File: config.mk
export PLATFORM = sky130hd
export DESIGN_NAME = shift_cmd_sequencer
export DESIGN_NICKNAME = d
export VERILOG_FILES = /design/src/rtl/shift_cmd_sequencer.sv
export SDC_FILE = /design/constraint.sdc
export NUM_CORES = 1
export LEC_CHECK = 0
export BUFFER_PORTS_ARGS = -buffer_cell sky130_fd_sc_hd__buf_2
export CAP_MARGIN = 20
export CORE_MARGIN = 5
export CORE_UTILIZATION = 46
export DETAILED_ROUTE_END_ITERATION = 8
export GPL_TIMING_DRIVEN = 0
export MAX_ROUTING_LAYER = met4
export PLACE_DENSITY = 0.77
export SYNTH_ARGS = -nofsm -noshare
export SYNTH_HDL_FRONTEND = slang
export SYNTH_SLANG_ARGS = --single-unit
File: constraint.sdc
create_clock -name CLK -period 3.08 [get_ports CLK]
set_input_delay 0.308 -clock CLK [delete_from_list [all_inputs] [get_ports CLK]]
set_output_delay 0.308 -clock CLK [all_outputs]
set_load 0.02 [all_outputs]
File: src/rtl/shift_cmd_sequencer.sv
// Sequences (mode, dir, data, serial-in, length) commands onto a 4-bit universal shift register.
// ENB rises the cycle after acceptance and holds for LEN edges; one-entry pending slot, READY low while it is full.
module shift_cmd_sequencer #(
  parameter int CNT_W = 4
) (
  input  logic             CLK,
  input  logic             RESET,
  input  logic             CMD_VALID,
  output logic             CMD_READY,
  input  logic [1:0]       CMD_MODO,
  input  logic             CMD_DIR,
  input  logic [3:0]       CMD_D,
  input  logic             CMD_S_IN,
  input  logic [CNT_W-1:0] CMD_LEN,
  input  logic             ABORT,
  output logic [1:0]       MODO,
  output logic             DIR,
  output logic [3:0]       D,
  output logic             S_IN,
  output logic             ENB,
  output logic             BUSY,
  output logic             DONE,
  output logic [7:0]       CMD_COUNT
);

  typedef struct packed {
    logic [1:0] modo;
    logic       dir;
    logic [3:0] d;
    logic       s_in;
  } cmd_t;

  typedef enum logic {IDLE, RUN} state_t;

  localparam logic [CNT_W:0] REM_LAST = (CNT_W+1)'(1);

  state_t           state;
  logic [CNT_W:0]   remaining;
  cmd_t             act_cmd;
  cmd_t             pend_cmd;
  logic [CNT_W-1:0] pend_len;
  logic             pend_vld;
  logic             done_q;
  logic [7:0]       cmd_count;
  cmd_t             cmd_in;
  logic             accept;

  // A zero length field means the full 2^CNT_W cycles.
  function automatic logic [CNT_W:0] len_cycles(input logic [CNT_W-1:0] len);
    logic [CNT_W:0] r;
    r = {1'b0, len};
    if (len == '0) r[CNT_W] = 1'b1;
    return r;
  endfunction

  assign cmd_in    = {CMD_MODO, CMD_DIR, CMD_D, CMD_S_IN};
  assign CMD_READY = ~pend_vld & ~RESET;
  assign accept    = CMD_VALID & CMD_READY & ~ABORT;

  always_ff @(posedge CLK or posedge RESET) begin
    if (RESET) begin
      state     <= IDLE;
      remaining <= '0;
      act_cmd   <= '0;
      pend_cmd  <= '0;
      pend_len  <= '0;
      pend_vld  <= 1'b0;
      done_q    <= 1'b0;
      cmd_count <= '0;
    end else begin
      done_q <= 1'b0;
      if (accept) cmd_count <= cmd_count + 8'd1;
      if (ABORT) begin
        state     <= IDLE;
        remaining <= '0;
        act_cmd   <= '0;
        pend_vld  <= 1'b0;
      end else begin
        case (state)
          IDLE: begin
            if (accept) begin
              act_cmd   <= cmd_in;
              remaining <= len_cycles(CMD_LEN);
              state     <= RUN;
            end
          end
          RUN: begin
            if (remaining == REM_LAST) begin
              done_q <= 1'b1;
              // Pending wins; READY is low whenever the slot is full, so accept cannot collide with it.
              if (pend_vld) begin
                act_cmd   <= pend_cmd;
                remaining <= len_cycles(pend_len);
                pend_vld  <= 1'b0;
              end else if (accept) begin
                act_cmd   <= cmd_in;
                remaining <= len_cycles(CMD_LEN);
              end else begin
                act_cmd   <= '0;
                remaining <= '0;
                state     <= IDLE;
              end
            end else begin
              remaining <= remaining - REM_LAST;
              if (accept) begin
                pend_cmd <= cmd_in;
                pend_len <= CMD_LEN;
                pend_vld <= 1'b1;
              end
            end
          end
          default: state <= IDLE;
        endcase
      end
    end
  end

  assign MODO      = act_cmd.modo;
  assign DIR       = act_cmd.dir;
  assign D         = act_cmd.d;
  assign S_IN      = act_cmd.s_in;
  assign ENB       = (state == RUN);
  assign BUSY      = (state == RUN);
  assign DONE      = done_q;
  assign CMD_COUNT = cmd_count;

endmodule

==> run summary, run 1 <==
Each instance of the synthesized netlist takes up on average 11.8 µm². The worst setup path is captured at a register. The part of the power in combinational logic came out at 25.0%. Counting every net in the synthesized netlist gives 172. CTS placed an instance of clkbuf_8 at the clock tree root. Of the total power, the clock network draws 25.8%. The final number of max-transition violations came to 0. The TritonCTS sink count is 36.

The count of maximum capacitance violations came out at 0. The type of the worst setup path is register to register. After floorplanning, the core was sized to cover 0.00374 mm². The biggest fanout along the worst timing path is 10. Of the post-synthesis cell area, the dominant cell type holds 49.8%.

Entering global routing, the biggest net connects 22 pins. The starting DRC count in detailed routing came out at 137. The clock transition time at the flip-flop clock pins of the worst setup and hold paths is 0.07 ns. The final layout contains routed wiring with a total length of 3.66 mm. The measured slew at the worst slew-check pin came out at 0.694 ns.

The hold buffer count at cts came out at 0. After synthesis, flip-flops and latches occupy 49.8% of the total area. Gates resized during post-CTS repair numbered 0. The congestion estimate from routability-driven global placement came to 0.866.

The setup violation total in the final timing report came out at 0. Sequential cells account for 49.2% of the total power. Once detailed placement completed, the half-perimeter wirelength came to 2.76 mm.

The number of detailed-route iterations in the first pass came out at 4. Setup repair after global routing left no endpoint under its margin. The flow ran to the end, and the final reports show no timing, DRC or antenna violations. The most common library cell in the layout ignoring fill and taps is buf_2.

The fraction of layout cells with a size suffix above 1 came out at 39.3%. The die covers 0.00529 mm². OpenSTA, run right after detailed placement, puts the worst setup slack at 1.02 ns. The layout overhead on the synthesized area is 19.4%.

In the layout the commonest cells are 37 x buf_2, 36 x dfrtp_1, 20 x mux2_2, 13 x nor2_1, 9 x o21ai_0. After routing, the total negative slack on setup checks comes to 0 ns. The fill cell instance count of the final layout is 348.

The overall power of the completed layout is 0.00134 W. The data arrival time of the critical path is 2.24 ns. The maximum frequency from static timing analysis came out at 484 MHz. The leftover overflow at the end of global routing came out at 0.

The number of failing hold endpoints at the final stage is 0. Yosys mapped the design onto 41 distinct sky130hd cell types. Counting flops with an async set or reset pin after synthesis yields a share of 100%. The final cell count without fillers came out at 244. Dividing total power by cell area gives a power density of 621 mW/mm². The chip width came out at 72.7 µm. Summed over all instances, the cell type with the most area after synthesis is dfrtp_1. For the worst flop-to-flop path, the logic depth is 7. Sorting the synthesized cells by area gives the leading types as dfrtp_1 50%, mux2_2 12%, a22o_1 3.9%.

The data required time at the worst endpoint came out at 3.25 ns. The initial antenna violation count came to 0. The insertion delay to the later sink of the worst-skew pair is 0.28 ns.

The detail route stage leaves a number of antenna-violating nets equal to 0. The power spent charging and discharging nets came out at 0.000427 W. The height of the die is 72.7 µm. The worst clock skew came out at 0.00614 ns.

The routed layout has 1,331 vias. TritonCTS built the clock tree. 0 antenna diodes ended up in the layout. The global-route wire length before repair came out at 5.96 mm.

The switching share of power is 31.8%. The worst setup path is launched from a register. The min-delay analysis places its worst path in the category input port to async pin.

The total global routing track utilization came out at 14.8%. The via count of the first global-routing pass came to 1,273. The setup fix buffers added after clock tree synthesis came out at 0.

The number of flops mapped to enable cells by yosys is 0. The number of cells produced by synthesis is 153. The share of the clock period used by the worst path after layout is 67.1%. The cell area after synthesis is 0.00181 mm². Port buffering added 34 buffers. The number of buffers created by CTS came out at 5. The design internal power came out at 0.000916 W. In this run the count of I/O pins placed on the die edge is 36. The static leakage power is 1.03 nW. The H-tree depth is 2. The mean number of vias per cell is 5.45. The Yosys warning count came out at 0. The count of placed standard cells including taps is 236. The detailed-route wire length per cell came out at 15.0 µm. The number of standard-cell rows in the floorplan is 22. Once the floorplan was initialized, standard cells occupied 48.4% of the core. The final critical delay including setup and external delays is 2.07 ns. The maximum resistive drop on vdd came out at 0.000570 V. The number of nets in the layout came out at 214.

The worst slew slack as a fraction of its limit came out at 53.7%. The final routed DRC violation total came out at 0. The clock tree buffer depth is 2.

Among all flip-flop cells after synthesis, the most frequent one is dfrtp_1. Counting flops and latches in the post-synthesis netlist gives 36. Once routing completed, OpenROAD measured the worst setup slack at 1.01 ns.
-- metal layers --
layer  GRT usage (%)  up-vias  share of wire (%)
met5               -        -                  0
met4            4.92        0               0.82
met1            19.9      645                 43
met3            3.44        4                5.7
li1                -      643                  -
met2            21.9       39                 50
-- critical path, stage by stage, from the launching register on --
cell and delay [ns]:
dfrtp_1 0.39, inv_1 0.08, ha_1 0.18, or4b_1 0.43, buf_2 0.19, nand3_2 0.13, buf_4 0.20, mux2_2 0.35
-- cell usage after synthesis (all sizes together), types with 2 or more instances --
| library cell | n |
|---|---|
| a211o | 2 |
| a211oi | 2 |
| a21oi | 7 |
| a221o | 2 |
| a221oi | 3 |
| a22o | 8 |
| and2 | 3 |
| and3 | 2 |
| buf | 8 |
| dfrtp | 36 |
| ha | 3 |
| inv | 4 |
| mux2 | 21 |
| nand2 | 2 |
| nand3 | 3 |
| nand4 | 2 |
| nor2 | 13 |
| nor2b | 2 |
| o211ai | 2 |
| o21ai | 9 |
| xnor2 | 5 |
| xor2 | 3 |
-- worst paths after layout --
path | startpoint | endpoint | slack (ns)
max | remaining[1] | pend_cmd[4] | 1.01
min | RESET | DIR | 0.18
max reg2reg | remaining[1] | pend_cmd[4] | 1.01
min reg2reg | CMD_COUNT[7] | CMD_COUNT[7] | 0.47
max in group asynchronous | RESET | remaining[1] | 2.36
min in group CLK | CMD_D[0] | pend_cmd[1] | 0.27
-- registers in the layout (all words and copies together) (netlist names) --
name / count
BUSY: 1
CMD_COUNT: 8
D: 4
DIR: 1
DONE: 1
MODO: 2
S_IN: 1
pend_cmd: 8
pend_len: 4
pend_vld: 1
remaining: 5
-- power groups by stage --
stage / clock network [W] / logic [W] / registers [W]
5_1_grt: 0.000366 / 0.000368 / 0.000676
3_3_place_gp: 0 / 0.000327 / 0.000661
6_report: 0.000346 / 0.000336 / 0.000661
2_1_floorplan: 0 / 0.000189 / 0.000703
3_5_place_dp: 0 / 0.000341 / 0.000668
4_1_cts: 0.000350 / 0.000340 / 0.000661
-- kinds of logic after synthesis --
group                    share of synthesized area (%)
buffers and inverters                             3.73
multiplexers                                      13.1
XOR/XNOR                                          3.87
flip-flops                                        49.8
AO/OA/AOI/OAI                                     15.4
adder cells (fa/ha/maj)                           2.07
AND/OR/NAND/NOR                                   12.1
-- through the flow --
stage	hold WS (ns)	instance area, µm²	util, %
final	0.178	2160	57.8
after global routing	0.225	2160	57.8
after CTS	0.201	2160	57.8
after detailed placement	0.463	2070	55.2
after global placement	0.459	2040	54.5
after floorplan	0.440	1810	-
-- cell type report --
class	count	area [µm²]	share of cell area, %
plain buffers	8	52.6	2.43
clock buffers	7	86.3	3.99
flip-flops and latches	36	901	41.7
clock inverters	1	7.51	0.347
inverters	4	15.0	0.694
multi-input cells	105	842	38.9
well taps	48	60.1	2.78
repair buffers	35	198	9.14
No activity file was read; power rests on OpenSTA's default activity.
==> run 2: changes to the inputs <==
--- a/config.mk
+++ b/config.mk
@@ -12,7 +12,7 @@
 export DETAILED_ROUTE_END_ITERATION = 8
 export GPL_TIMING_DRIVEN = 0
 export MAX_ROUTING_LAYER = met4
-export PLACE_DENSITY = 0.77
+export PLACE_DENSITY = 0.79
 export SYNTH_ARGS = -nofsm -noshare
 export SYNTH_HDL_FRONTEND = slang
 export SYNTH_SLANG_ARGS = --single-unit
==> constraint.sdc (replaced) <==
create_clock -name CLK -period 1.7 [get_ports CLK]
set_input_delay 0.17 -clock CLK [delete_from_list [all_inputs] [get_ports CLK]]
set_output_delay 0.17 -clock CLK [all_outputs]
set_load 0.02 [all_outputs]
==> run summary, run 2 (same netlist as run 1, synthesis figures left out) <==
The H-tree depth came out at 2. Once routing completed, OpenROAD measured the worst setup slack at -0.178 ns. In this run the worst setup path begins at remaining[1]. Of all nets on the critical path, the largest fanout is 8.

Subtracting the final worst setup slack from the clock period gives 1.88 ns. The fraction of layout cells with a size suffix above 1 is 49.8%. The most critical setup path has its endpoint at remaining[2]. The leftover overflow at the end of global routing came out at 0. The type of the most critical hold path is input port to async pin.

The total global routing track utilization is 17.8%. The final cell count without fillers came out at 259. The detailed placer's ending HPWL is 2.79 mm. The clock tree buffer depth is 2. The sequential cell area is 901 µm². The final critical path takes up 110% of the cycle. The number of detailed-route iterations in the first pass is 4. The clock transition time at the flip-flop clock pins of the worst setup and hold paths is 0.07 ns. The total vias in the final route came out at 1,417. The maximum resistive drop on vdd is 0.000760 V. The mean number of vias per cell is 5.47. Headroom to the max-slew limit came out at 45.3%.

The detailed-route wire length per cell came out at 16.1 µm. The global-route wire length before repair is 6.91 mm. The worst register-to-register path has a depth of 7. The clock net in this run drives a total of 36 sinks. The end of the worst register-to-register path is remaining[2]. The layout overhead on the synthesized area is 37.0%. The floorplan die area is 0.00529 mm². The insertion delay to the later sink of the worst-skew pair is 0.29 ns. The area used by multi-input combinational logic is 976 µm². The initial antenna violation count was 0.

The via count of the first global-routing pass is 1,431. The core box area came out at 0.00374 mm². The number of antenna diodes in the final layout is 0. The number of nets with antenna violations after routing is 0. The clock root buffer is clkbuf_8. The floorplan has 22 rows.

The final wirelength is 4.16 mm. The hold buffer count at cts is 0. Timing would allow up to 533 MHz. The type of destination of the critical path is a register.

The static leakage power came out at 1.23 nW. The data required time at the worst endpoint came out at 1.87 ns. The count of input and output buffers is 34. At the pin with the least slew margin, the transition time is 0.820 ns.

The worst-case register-to-register setup slack is -0.18 ns. The final number of max-transition violations is 0. Dividing total power by cell area gives a power density of 1060 mW/mm².

The pin count of the biggest net entering global routing is 20. The number of failing hold endpoints at the final stage is 0. The library cell used most frequently in the layout, excluding fill and tap cells, is dfrtp_1. The run finished, with violations left.

The weighted congestion reported at the end of routability-driven placement is 0.791. In the layout the commonest cells are 36 x dfrtp_1, 35 x buf_2, 20 x mux2_4, 13 x buf_4, 12 x nor2_1. The hold slack is 0.0814 ns. The setup path with the least slack is of type register to register. The height of the die is 72.7 µm. The launch point of the worst reg-to-reg path is remaining[1]. The final reports fail on setup timing. The number of nets in the layout is 229. The worst clock skew is 0.00598 ns. The chip width is 72.7 µm. 36 I/O pins were placed.

The setup violation total in the final timing report is 24. The signal on the critical path passes through inv_2 -> ha_4 -> or4b_4 -> buf_8 -> a221o_2 -> o211ai_1 -> a21oi_1. The number of buffers created by CTS is 5.

After detailed routing, the number of remaining DRC violations is 0. TritonCTS built the clock tree. The highest cell delay on the worst timing path is 0.50 ns. The core utilization of the finished layout is 66.2%.

The worst setup path is launched from a register. The slowest stage of the critical path belongs to the cell or4b_4. Setup repair after global routing could not meet its margin everywhere. For this configuration, the core starts out at a cell density of 48.4%. The starting DRC count in detailed routing is 48.

The count of placed standard cells including taps came out at 236. The data arrival time of the critical path came out at 2.04 ns. The count of maximum capacitance violations is 0.

The fill cell instance count of the final layout came out at 297.
## run 2: cell types whose count changed in the layout (fill, tap and decap cells not counted), sizes merged
cell / before / now
clkbuf: 7 / 8
buf: 43 / 57
## run 2: worst min-delay path by stage
stage | start | endpoint | slack, ns
floorplan | CMD_S_IN | pend_cmd[0] | 0.32
global placement | CMD_D[1] | pend_cmd[2] | 0.42
detailed placement | RESET | pend_cmd[2] | 0.43
CTS | RESET | remaining[4] | 0.11
global route | CMD_D[1] | pend_cmd[2] | 0.12
finish | RESET | CMD_COUNT[6] | 0.08
## run 2: what timing repair did
item / 4_1_cts / 5_1_grt
pin swaps: 5 / 4
resized for setup: 7 / 14
gates cloned: 1 / 0
hold endpoints to repair: 0 / 0
setup buffers: 13 / 3
setup endpoints to repair: 26 / 25
## run 2: final cells by class
class	count	area share, %
inverter	4	0.605
buffer	7	2.57
clock buffer	7	3.48
clock inverter	1	0.303
tap	48	2.42
multi-input combinational	105	39.4
sequential	36	36.3
timing repair buffer	51	14.9
## run 2: power by group
| part | leakage, nW | internal, W | total (W) | switching [W] |
|---|---|---|---|---|
| clock network | 0.0445 | 0.000329 | 0.000639 | 0.000310 |
| logic | 0.725 | 0.000410 | 0.000773 | 0.000364 |
| registers | 0.463 | 0.00104 | 0.00121 | 0.000163 |
## run 2: layer usage
metal	vias up	GRT usage, %	wire length (µm)
met5	-	-	0
met4	0	6.56	61
met3	7	3.86	230
met2	38	29.4	2110
met1	699	21.4	1760
li1	673	-	-
## run 2: worst max-delay path: cells and delay by family (launching register included)
family | cells | cell delay [ns]
buffers and inverters | 2 | 0.25
and+or+nand+nor | 1 | 0.50
AOI/OAI and AO/OA | 3 | 0.50
DFF | 1 | 0.39
adders and majority gates | 1 | 0.13
## run 2: through the flow
stage / worst slack [ns] / total power [W] / area, µm² / TNS, ns
2_1_floorplan: -0.155 / 0.00170 / 1910 / -2.73
3_3_place_gp: -0.282 / 0.00188 / 2140 / -5.60
3_5_place_dp: -0.290 / 0.00191 / 2170 / -6.10
4_1_cts: -0.166 / 0.00262 / 2440 / -2.68
5_1_grt: -0.249 / 0.00277 / 2480 / -3.70
6_report: -0.178 / 0.00262 / 2480 / -2.17
